### src/rtl/mul_unit.sv
// ---------------------------------------------------------------------------
// mul_unit
//
// Multicycle radix-2 shift-add multiplier for the multicycle ARM datapath.
// One multiplier bit is consumed per cycle, which keeps the wide multiply
// off the ALU critical path. The controller raises start while ready=1 and
// then stalls until done.
//
// Operations (op, sampled with start):
//   2'b00 MUL   : result_lo = (a*b)[WIDTH-1:0],      result_hi = 0
//   2'b01 MLA   : result_lo = (a*b + c)[WIDTH-1:0],  result_hi = 0
//   2'b10 UMULL : {result_hi, result_lo} = a*b       (unsigned)
//   2'b11 SMULL : {result_hi, result_lo} = a*b       (signed)
//
// Ports:
//   clk        in   rising-edge clock
//   reset      in   synchronous active-high reset, priority over everything
//   start      in   operation request, accepted only in IDLE
//   op         in   operation select
//   a, b, c    in   multiplicand, multiplier, MLA accumulator
//   ready      out  high in IDLE
//   busy       out  high in RUN and FIX
//   done       out  one-cycle completion pulse
//   result_lo  out  low half of the result
//   result_hi  out  high half of the result (0 for MUL/MLA)
//   flags      out  {N, Z}, held until the next operation's FIX
//
// Timing: start sampled at edge t0, WIDTH RUN cycles, one FIX cycle, then
// done is high for one cycle and is seen by the clock edge t0+WIDTH+2.
// The earliest following start is sampled at edge t0+WIDTH+3.
// ---------------------------------------------------------------------------
module mul_unit #(
    parameter int WIDTH = 32,
    parameter int CNT_W = $clog2(WIDTH)
) (
    input  logic             clk,
    input  logic             reset,
    input  logic             start,
    input  logic [1:0]       op,
    input  logic [WIDTH-1:0] a,
    input  logic [WIDTH-1:0] b,
    input  logic [WIDTH-1:0] c,
    output logic             ready,
    output logic             busy,
    output logic             done,
    output logic [WIDTH-1:0] result_lo,
    output logic [WIDTH-1:0] result_hi,
    output logic [1:0]       flags
);

    localparam int PW = 2 * WIDTH;

    localparam logic [1:0] OP_MUL   = 2'b00;
    localparam logic [1:0] OP_MLA   = 2'b01;
    localparam logic [1:0] OP_UMULL = 2'b10;
    localparam logic [1:0] OP_SMULL = 2'b11;

    localparam logic [PW-1:0]    PW_ZERO   = {PW{1'b0}};
    localparam logic [PW-1:0]    PW_ONE    = {{(PW-1){1'b0}}, 1'b1};
    localparam logic [WIDTH-1:0] W_ZERO    = {WIDTH{1'b0}};
    localparam logic [WIDTH-1:0] W_ONE     = {{(WIDTH-1){1'b0}}, 1'b1};
    localparam logic [CNT_W-1:0] CNT_ZERO  = {CNT_W{1'b0}};
    localparam logic [CNT_W-1:0] CNT_ONE   = {{(CNT_W-1){1'b0}}, 1'b1};
    localparam logic [CNT_W-1:0] CNT_START = CNT_W'(WIDTH - 1);

    typedef enum logic [1:0] {
        ST_IDLE = 2'd0,
        ST_RUN  = 2'd1,
        ST_FIX  = 2'd2,
        ST_DONE = 2'd3
    } state_t;

    // Unsigned magnitude of a two's complement value. The most negative
    // value maps onto 2^(WIDTH-1), which still fits in WIDTH unsigned bits.
    function automatic logic [WIDTH-1:0] magnitude(input logic [WIDTH-1:0] v);
        logic [WIDTH-1:0] m;
        if (v[WIDTH-1]) begin
            m = ~v + W_ONE;
        end else begin
            m = v;
        end
        return m;
    endfunction

    state_t            state_r;
    state_t            state_next_s;

    logic [1:0]        op_r;
    logic [PW-1:0]     mcand_r;
    logic [WIDTH-1:0]  mplier_r;
    logic [WIDTH-1:0]  c_r;
    logic              neg_r;
    logic [PW-1:0]     acc_r;
    logic [CNT_W-1:0]  count_r;

    logic [WIDTH-1:0]  result_lo_r;
    logic [WIDTH-1:0]  result_hi_r;
    logic [1:0]        flags_r;
    logic              ready_r;
    logic              busy_r;
    logic              done_r;

    logic [PW-1:0]     sum_s;
    logic [PW-1:0]     prod_s;
    logic [WIDTH-1:0]  fix_lo_s;
    logic [WIDTH-1:0]  fix_hi_s;
    logic              fix_n_s;
    logic              fix_z_s;

    // Next-state logic of the control FSM.
    always_comb begin
        state_next_s = state_r;
        case (state_r)
            ST_IDLE: begin
                if (start) begin
                    state_next_s = ST_RUN;
                end else begin
                    state_next_s = ST_IDLE;
                end
            end
            ST_RUN: begin
                if (count_r == CNT_ZERO) begin
                    state_next_s = ST_FIX;
                end else begin
                    state_next_s = ST_RUN;
                end
            end
            ST_FIX:  state_next_s = ST_DONE;
            ST_DONE: state_next_s = ST_IDLE;
            default: state_next_s = ST_IDLE;
        endcase
    end

    // One shift-add step: add the aligned multiplicand when the current
    // multiplier bit is set.
    always_comb begin
        sum_s = acc_r;
        if (mplier_r[0]) begin
            sum_s = acc_r + mcand_r;
        end else begin
            sum_s = acc_r;
        end
    end

    // Final product, result halves and {N, Z} computed during FIX.
    always_comb begin
        prod_s   = acc_r;
        fix_lo_s = W_ZERO;
        fix_hi_s = W_ZERO;
        fix_n_s  = 1'b0;
        fix_z_s  = 1'b0;

        // neg_r is only ever set for SMULL, so this is a no-op otherwise.
        if (neg_r) begin
            prod_s = ~acc_r + PW_ONE;
        end else begin
            prod_s = acc_r;
        end

        case (op_r)
            OP_MUL: begin
                fix_lo_s = acc_r[WIDTH-1:0];
                fix_hi_s = W_ZERO;
            end
            OP_MLA: begin
                // Accumulate wraps modulo 2^WIDTH, carry-out discarded.
                fix_lo_s = acc_r[WIDTH-1:0] + c_r;
                fix_hi_s = W_ZERO;
            end
            OP_UMULL, OP_SMULL: begin
                fix_lo_s = prod_s[WIDTH-1:0];
                fix_hi_s = prod_s[PW-1:WIDTH];
            end
            default: begin
                fix_lo_s = W_ZERO;
                fix_hi_s = W_ZERO;
            end
        endcase

        // Long ops judge N and Z on the full 2*WIDTH result.
        if (op_r[1]) begin
            fix_n_s = fix_hi_s[WIDTH-1];
            fix_z_s = ({fix_hi_s, fix_lo_s} == PW_ZERO);
        end else begin
            fix_n_s = fix_lo_s[WIDTH-1];
            fix_z_s = (fix_lo_s == W_ZERO);
        end
    end

    // State register, operand/iteration datapath and registered outputs.
    always_ff @(posedge clk) begin
        if (reset) begin
            state_r     <= ST_IDLE;
            op_r        <= OP_MUL;
            mcand_r     <= PW_ZERO;
            mplier_r    <= W_ZERO;
            c_r         <= W_ZERO;
            neg_r       <= 1'b0;
            acc_r       <= PW_ZERO;
            count_r     <= CNT_ZERO;
            result_lo_r <= W_ZERO;
            result_hi_r <= W_ZERO;
            flags_r     <= 2'b00;
            ready_r     <= 1'b1;
            busy_r      <= 1'b0;
            done_r      <= 1'b0;
        end else begin
            state_r <= state_next_s;
            ready_r <= (state_next_s == ST_IDLE);
            busy_r  <= (state_next_s == ST_RUN) || (state_next_s == ST_FIX);
            done_r  <= (state_next_s == ST_DONE);

            case (state_r)
                ST_IDLE: begin
                    if (start) begin
                        op_r    <= op;
                        c_r     <= c;
                        acc_r   <= PW_ZERO;
                        count_r <= CNT_START;
                        if (op == OP_SMULL) begin
                            // Multiply magnitudes, restore the sign in FIX.
                            mcand_r  <= {W_ZERO, magnitude(a)};
                            mplier_r <= magnitude(b);
                            neg_r    <= a[WIDTH-1] ^ b[WIDTH-1];
                        end else begin
                            mcand_r  <= {W_ZERO, a};
                            mplier_r <= b;
                            neg_r    <= 1'b0;
                        end
                    end else begin
                        acc_r <= acc_r;
                    end
                end
                ST_RUN: begin
                    acc_r    <= sum_s;
                    mcand_r  <= mcand_r << 1;
                    mplier_r <= mplier_r >> 1;
                    if (count_r != CNT_ZERO) begin
                        count_r <= count_r - CNT_ONE;
                    end else begin
                        count_r <= count_r;
                    end
                end
                ST_FIX: begin
                    result_lo_r <= fix_lo_s;
                    result_hi_r <= fix_hi_s;
                    flags_r     <= {fix_n_s, fix_z_s};
                end
                ST_DONE: begin
                    acc_r <= acc_r;
                end
                default: begin
                    acc_r <= acc_r;
                end
            endcase
        end
    end

    assign ready     = ready_r;
    assign busy      = busy_r;
    assign done      = done_r;
    assign result_lo = result_lo_r;
    assign result_hi = result_hi_r;
    assign flags     = flags_r;

endmodule

### config.mk
export PLATFORM = sky130hd
export DESIGN_NAME = mul_unit
export DESIGN_NICKNAME = d
export VERILOG_FILES = /design/src/rtl/mul_unit.sv
export SDC_FILE = /design/constraint.sdc
export NUM_CORES = 1
export LEC_CHECK = 0
export BUFFER_PORTS_ARGS = -buffer_cell sky130_fd_sc_hd__buf_2
export CAP_MARGIN = 20
export CORE_UTILIZATION = 30
export DETAILED_ROUTE_END_ITERATION = 10
export PLACE_DENSITY = 0.45
export SKIP_CTS_REPAIR_TIMING = 1
export SYNTH_ARGS = -nofsm -noshare
export SYNTH_HDL_FRONTEND = slang
export SYNTH_SLANG_ARGS = --single-unit
### constraint.sdc
create_clock -name clk -period 3.3 [get_ports clk]
set_clock_uncertainty 0.1 [all_clocks]
set_input_delay 0.66 -clock clk [delete_from_list [all_inputs] [get_ports clk]]
set_output_delay 0.66 -clock clk [all_outputs]
set_load 0.02 [all_outputs]
# Yosys cells after proc, flatten, opt, wreduce, memory -nomap -nowiden
# Index checks and enable logic that the tools add are counted.
word_totals:
  word_cells: 75
  out_inout_bits: 69
  ff_bits: 271
  inputBits: 101
classes:
  muxes: 23
  n_bitwise: 4
  eq_ne: 13
  n_reduce_logical: 15
  n_addsub: 6
op_table:
  columns: ["operator", "count"]
  rows:
  - ["$mux 64", 4]
  - ["$pmux 64 s2", 2]
  - ["$mux 32", 5]
  - ["$pmux 32 s2", 2]
  - ["$pmux 32 s3", 1]
  - ["$add 32x1->32 const B", 2]
  - ["$add 64x1->64 const B", 1]
  - ["$add 64x64->64", 1]
  - ["$logic_not 64->1", 1]
  - ["$not 32->32", 2]
  - ["$not 64->64", 1]
  - ["$add 32x32->32", 1]
  - ["$logic_not 32->1", 1]
  - ["$eq 2x2->1 const B", 7]
  - ["$mux 5", 2]
  - ["$pmux 5 s2", 1]
  - ["$pmux 2 s4", 1]
  - ["$eq 2x1->1 const B", 3]
  - ["$logic_not 2->1", 3]
  - ["$ne 2x2->1 const B", 3]
  - ["$reduce_and 3->1", 2]
  - ["$logic_not 5->1", 1]
  - ["$reduce_bool 5->1", 1]
  - ["$sub 5x1->5 const B", 1]
  - ["other kinds (7)", 12]

# Longest topological paths before layout
# Gate-level depths: netlist (run 1).
logic_depth:
  ltp_word: 6
  ltp_mapped: 14
  depth_no_buf: 13

# Least setup slack after synthesis (run 1)
# OpenSTA, ideal clock, no wires.
synth_timing:
  path_kind: "input-to-reg"
  startpoint: "input port b[6]"
  endpoint: "register mplier_r[27]"
  setup_slack_ns: -0.234
  n_path_buf: 0
  path_stages: 11
  t_required_ns: 3.130
  arrival_ns: 3.364
  setup_ns: 0.070
  path_cell_list: "or4_1 -> nor4_1 -> and2_1 -> nand2_1 -> or4_1 -> or4_1 -> nand2b_1 -> o31ai_1 -> xnor2_1 -> nand2_1 -> a21oi_1"
synth_via:
  elab_chain_len: 6
synth_lines:
  columns: ["element", "line_no", "rtl"]
  rows:
  - ["from (decl)", "41", "input logic [WIDTH-1:0] b,"]
  - ["$not 32->32", "78", "m = ~v + W_ONE;"]
  - ["$add 32x1->32", "78", null]
  - ["$mux 32", "77", "if (v[WIDTH-1]) begin"]
  - ["$mux 32", "220", "if (op == OP_SMULL) begin"]
  - ["$mux 32", "215", "if (start) begin"]
  - ["$pmux 32 s2", "213", "case (state_r)"]
  - ["to (signal assigned)", "223", "mplier_r <= magnitude(b);"]
  - ["to (signal assigned)", "237", "mplier_r <= mplier_r >> 1;"]
  - ["to (decl)", "90", "logic [WIDTH-1:0] mplier_r;"]
# Every way passes these cells. The select of a mux whose other input is x is not followed.
# A chain may end at the register's enable or synchronous reset.

# Worst setup path after layout (run 1)
layout_timing:
  startpoint: "register acc_r[1]"
  endpoint: "register flags_r[0], in the netlist flags[0]"
layout_via:
  elab_chain_len: 6
layout_lines:
  columns: ["element", "line_no", "rtl"]
  rows:
  - ["from (decl)", "93", "logic [PW-1:0] acc_r;"]
  - ["from (signal assigned)", "231", "acc_r <= acc_r;"]
  - ["from (signal assigned)", "235", "acc_r <= sum_s;"]
  - ["from (signal assigned)", "250", "acc_r <= acc_r;"]
  - ["$not 64->64", "155", "prod_s = ~acc_r + PW_ONE;"]
  - ["$add 64x1->64", "155", null]
  - ["$mux 64", "154", "if (neg_r) begin"]
  - ["$pmux 32 s3 or $pmux 32 s2 (tied branches)", "160", "case (op_r)"]
  - ["$logic_not 64->1 or $logic_not 32->1 (tied branches)", "183, 186", null]
  - ["$mux 1 *", "181", "if (op_r[1]) begin"]
  - ["to (signal assigned)", "247", "flags_r <= {fix_n_s, fix_z_s};"]
  - ["to (decl)", "98", "logic [1:0] flags_r;"]
# Every way passes the cells marked *; elsewhere a longest branch is shown, timed or not.

==> results of run 1 <==
==> logic make-up after synthesis <==
kind of cell | after synthesis | synth area share, %
flip-flops | 271 | 29.73
AND/OR/NAND/NOR | 824 | 21.20
XOR/XNOR | 176 | 8.447
multiplexers | 22 | 1.234
adder cells (fa/ha/maj) | 102 | 7.076
AO/OA/AOI/OAI | 793 | 28.23
buffers and inverters | 193 | 4.080
==> metal layers <==
layer	global-route usage, %	vias to the layer above	part of all wire, %
met2	34.04	469	43
met5	0	-	0
met4	6.193	0	2.6
met3	3.161	82	5.1
met1	30.87	9196	49
li1	-	9855	-
==> area by class of cell <==
type	instances	area, µm²
Fill cell	6176	34320
Multi-Input combinational cell	1917	13240
Sequential cell	271	5458
Timing Repair Buffer	681	4852
Clock buffer	52	1022
Tap cell	782	978.4
Inverter	51	191.4
Clock inverter	13	180.2
==> registers in the layout (all words and copies together) (netlist names), 2 cells and up <==
name	flops
mcand_r	64
state_r	2
op_r	2
result_hi	32
result_lo	32
c_r	32
mplier_r	32
flags	2
acc_r	64
count_r	5
==> per-stage QoR <==
stage	setup WS, ns	utilization [%]	std cells
after global placement	-0.5625	38.90	3679
final	-0.4813	43.03	3767
after CTS	-0.6690	40.89	3744
after floorplan	-0.1345	-	2381
after global routing	-0.6927	43.03	3767
after detailed placement	-0.6440	38.90	3679
==> cells in the final DEF (no fill, tap or decap), types with 18 or more instances in the layout <==
| cell | synthesis | routed |
|---|---|---|
| xnor2_1 | 100 | 97 |
| and3_1 | 21 | 21 |
| a22oi_1 | 113 | 112 |
| dfxtp_1 | 271 | 253 |
| inv_1 | 50 | 50 |
| a21oi_2 | 0 | 22 |
| o31ai_1 | 36 | 26 |
| xor2_1 | 76 | 75 |
| buf_2 | 6 | 168 |
| a22o_1 | 19 | 19 |
| nand3_1 | 70 | 69 |
| a211oi_1 | 44 | 27 |
| buf_4 | 1 | 489 |
| clkbuf_16 | 0 | 37 |
| mux2i_1 | 18 | 18 |
| nor4_1 | 28 | 22 |
| nand4_1 | 20 | 20 |
| a21oi_1 | 294 | 269 |
| ha_1 | 100 | 77 |
| ha_4 | 0 | 20 |
| a21o_1 | 61 | 60 |
| nor3_1 | 49 | 46 |
| nand2_1 | 309 | 305 |
| o21ai_0 | 78 | 64 |
| nor2_1 | 215 | 210 |
==> worst max path at each step <==
| stage | end | cells past startpoint | slack (ns) |
|---|---|---|---|
| global route | flags[0]$_SDFFE_PP0N_ | 13 | -0.69 |
| global placement | flags[0]$_SDFFE_PP0N_ | 12 | -0.56 |
| finish | flags[0]$_SDFFE_PP0N_ | 14 | -0.48 |
| detailed placement | flags[0]$_SDFFE_PP0N_ | 14 | -0.64 |
| CTS | flags[0]$_SDFFE_PP0N_ | 14 | -0.67 |
| floorplan | mplier_r[27]$_SDFFE_PP0P_ | 11 | -0.13 |
==> report_power, final <==
group / internal, W / leakage, nW / switching [W]
Clock: 0.00247 / 0.592 / 0.00158
Sequential: 0.00344 / 2.21 / 0.000134
Combinational: 0.000738 / 8.77 / 0.00108
==> worst min-delay path, cell delays in order <==
cell and delay, ns:
buf_2 0.09, nand2_1 0.05, a21oi_1 0.05
==> flow_metrics.tcl, run 1 <==
set metrics [dict create \
    outcome "finished, violations left" \
    violations "setup timing" \
    drive_gt1_share_pct 31.93 \
    required_ns 3.68 \
    grt_pass1_vias 18978 \
    synthArstFlopShare_pct 0 \
    synth_edf_count 0 \
    fin_total_pwr_w 0.009440 \
    cpPeakStageDelay_ns 0.51 \
    gr-total-overflow 0 \
    synth_top_cell_by_area "dfxtp_1" \
    die_h_um 248.6 \
    numCtsBuffers 36 \
    crit_type "reg -> reg" \
    cellPowerDensity_mw_per_mm2 364.2 \
    cpMostUsedCell "or4b_4" \
    r2r_slack_ns -0.48 \
    drv_slew 0 \
    drc 0 \
    clock_sinks 271 \
    cts_max_level 2 \
    ir_worst_vdd_v 0.0002755 \
    grt_use_total_pct 21.77 \
    synthFlopType "dfxtp_1" \
    grt_pass1_wl_um 107500 \
    first_pass_iters 5 \
    syn-mean-instance-area_um2 7.664 \
    min_path_type "in -> reg" \
    cts-root-buf "clkbuf_16" \
    cts_buffer_depth 3 \
    setup-tns-final_ns -1.584 \
    r2r_start "acc_r[1]$_SDFFE_PP0P_" \
    synth_common_cells "309 x nand2_1, 294 x a21oi_1, 271 x dfxtp_1, 215 x nor2_1, 114 x clkbuf_1" \
    viasPerCell 5.204 \
    ys_seq_area_share_pct 29.73 \
    synth.area.top_cells "dfxtp_1 30%, a21oi_1 8.1%, ha_1 6.9%" \
    area_delta_synth_final_pct 42.06 \
    critPathMaxFanout 5 \
    drt-total-wl_um 69400 \
    ys_types 83 \
    power_leakage_nw 11.57 \
    synth_top_area_share_pct 29.73 \
    fp-row-count 90 \
    clk_latency_ns 0.57 \
    fin_area_mm2 0.02592 \
    cp-start-kind "flip-flop" \
    nets 3161 \
    ant_nets 0 \
    holdPathStages 3 \
    grt_max_degree 92 \
    timing.fmax_ghz 0.2645 \
    wl_per_cell_um 18.42 \
    syn_inst 2381 \
    r2r_end "flags[0]$_SDFFE_PP0N_" \
    core_area_mm2 0.06025 \
    crit_chain "inv_1 > ha_2 > or4b_4 > nor2_4 > nand4_4 > o41ai_4 > xor2_1 > nand4bb_1 > or4b_4 > o41ai_2 > buf_4 > and3b_1 > nand4_1 > o31ai_2" \
    setup.worst_path.end_class "flip-flop" \
    path_buf_inv 2 \
    worstMarginPinSlew_ns 0.9736 \
    hold_slack_ns 0.2409 \
    min_period_ns 3.781 \
    antenna_found_initial 0 \
    drv_cap 0 \
    start_util_pct 30.29 \
    hpwl_um 54520 \
    cts_tree "built" \
    finalCritPeriodShare_pct 114.6 \
    hold_viol_final 0 \
    synth_nets 2584 \
    setup_viol 11 \
    rsz0062_at_grt "true" \
    synth.most_common_cell "nand2_1" \
    antenna_cells 0 \
    max_slew_margin_pct 35.10 \
    clk_pin_slew_ns 0.06 \
    die-area_mm2 0.06182 \
    placed_area_mm2 0.02343 \
    via_count 19602 \
    slowest_stage "or4b_4" \
    synth.ff_latch_count 271 \
    ff2ff_path_depth 14 \
    fp.dieW_um 248.6 \
    place.gp.congestion 0.8945 \
    yosys_warnings 0 \
    hp-start "c[21]" \
    cp_top_family "simple AND/OR/NAND/NOR gates" \
    hold_path_end "c_r[21]$_SDFFE_PP0P_" \
    startpoint "acc_r[1]$_SDFFE_PP0P_" \
    drtIter0Drc 1121 \
    io_pins 170 \
    fin_ws_ns -0.4813 \
    io_buffers 169 \
    syn-cell-area_mm2 0.01825 \
    crit_arrival_ns 4.16 \
]
(Power assumes the default switching activity.)
==> run 2: changes to the inputs <==
- CORE_ASPECT_RATIO: unset -> 0.7
==> flow_metrics.tcl, run 2 (synthesized netlist as in run 1, its figures left out) <==
set metrics [dict create \
    antenna_found_initial 1 \
    required_ns 3.71 \
    gr-total-overflow 0 \
    die-area_mm2 0.06184 \
    first_pass_iters 6 \
    antenna_cells 0 \
    crit_type "reg -> reg" \
    grt_pass1_vias 18838 \
    finalCritPeriodShare_pct 108.5 \
    place.gp.congestion 0.9240 \
    hold_slack_ns 0.1976 \
    setup_viol 5 \
    clock_sinks 271 \
    hpwl_um 59760 \
    nets 3153 \
    ir_worst_vdd_v 0.0003451 \
    violations "setup timing" \
    start_util_pct 30.39 \
    cellPowerDensity_mw_per_mm2 353.8 \
    wl_per_cell_um 19.87 \
    hold_viol_final 0 \
    cp-start-kind "flip-flop" \
    timing.fmax_ghz 0.2793 \
    ant_nets 0 \
    fin_util_pct 43.14 \
    min_period_ns 3.581 \
    drc 0 \
    via_count 19973 \
    grt_pass1_wl_um 113900 \
    viasPerCell 5.281 \
    setup.worst_path.end_class "flip-flop" \
    io_buffers 169 \
    final_common_cell "buf_4" \
    area_delta_synth_final_pct 41.96 \
    clk_pin_slew_ns 0.07 \
    cts_max_level 1 \
    crit_arrival_ns 3.99 \
    drv_cap 0 \
    worstMarginPinSlew_ns 1.055 \
    numCtsBuffers 30 \
    setup-tns-final_ns -0.4791 \
    critPathMaxFanout 7 \
    drt-total-wl_um 75130 \
    cts_buffer_depth 3 \
    fp.dieW_um 296.8 \
    drtIter0Drc 1534 \
    rsz0062_at_grt "true" \
    reg.largest.list "acc_r: 64 flops, mcand_r: 64 flops" \
    core_area_mm2 0.06006 \
    grt_max_degree 101 \
    drive_gt1_share_pct 33.02 \
    drv_slew 0 \
    fin_ws_ns -0.2808 \
    min_path_type "in -> reg" \
    die_h_um 208.4 \
    max_slew_margin_pct 29.43 \
    grt_use_total_pct 23.45 \
    io_pins 170 \
    fp-row-count 75 \
    layout_common_cells "498 x buf_4, 304 x nand2_1, 267 x a21oi_1, 249 x dfxtp_1, 205 x nor2_1" \
    cts-root-buf "clkbuf_16" \
    cts_tree "built" \
    power_leakage_nw 11.53 \
    clk_latency_ns 0.60 \
    outcome "finished, violations left" \
]
-- run 2: where the power goes --
part | switching (W) | total, W | internal, W
registers | 0.000143 | 0.00358 | 0.00344
logic | 0.00109 | 0.00181 | 0.000723
clock network | 0.00150 | 0.00377 | 0.00227
total | 0.00273 | 0.00917 | 0.00643
-- run 2: cell type report --
| cell class | count | area [µm²] |
|---|---|---|
| Tap cell | 808 | 1011 |
| Fill cell | 6156 | 34150 |
| Clock buffer | 40 | 849.6 |
| Sequential cell | 271 | 5458 |
| Clock inverter | 16 | 245.2 |
| Timing Repair Buffer | 679 | 4746 |
| Inverter | 51 | 193.9 |
| Multi-Input combinational cell | 1917 | 13400 |
-- run 2: metrics by stage --
step | setup WS, ns | area, µm² | total power (W) | instances
4_1_cts | -0.6854 | 24430 | 0.009184 | 3754
3_5_place_dp | -0.6638 | 23340 | 0.005361 | 3698
2_1_floorplan | -0.1345 | 18340 | 0.004572 | 2381
5_1_grt | -0.4671 | 25910 | 0.009593 | 3782
6_report | -0.2808 | 25910 | 0.009166 | 3782
3_3_place_gp | -0.6672 | 23340 | 0.005349 | 3698
-- run 2: final timing paths --
| path | cells past startpoint | slack (ns) | startpoint | endpoint |
|---|---|---|---|---|
| setup reg to reg | 14 | -0.28 | acc_r[14]$_SDFFE_PP0P_ | flags[0]$_SDFFE_PP0N_ |
| hold / removal | 3 | 0.20 | c[21] | c_r[21]$_SDFFE_PP0P_ |
| hold reg to reg | 2 | 0.36 | result_hi[11]$_SDFFE_PP0N_ | result_hi[11]$_SDFFE_PP0N_ |
| setup / recovery | 14 | -0.28 | acc_r[14]$_SDFFE_PP0P_ | flags[0]$_SDFFE_PP0N_ |
-- run 2: layer usage --
layer	vias to the layer above	wire (µm)	track usage [%]
met1	9583	40270	37.34
met4	0	1033	2.984
met3	62	3893	3.216
li1	9852	-	-
met5	-	0	0
met2	476	29940	33.35
-- run 2: worst max-delay path, cell delays in order (launching register included) --
cell and delay, ns:
dfxtp_2 0.32, buf_6 0.13, nor4_4 0.24, buf_4 0.18
and4b_2 0.30, buf_6 0.15, nand4_4 0.15, o31ai_2 0.26
xor2_1 0.23, nand4bb_1 0.12, or4b_4 0.51, o41ai_4 0.25
and3b_1 0.22, nand4_1 0.11, o31ai_2 0.21
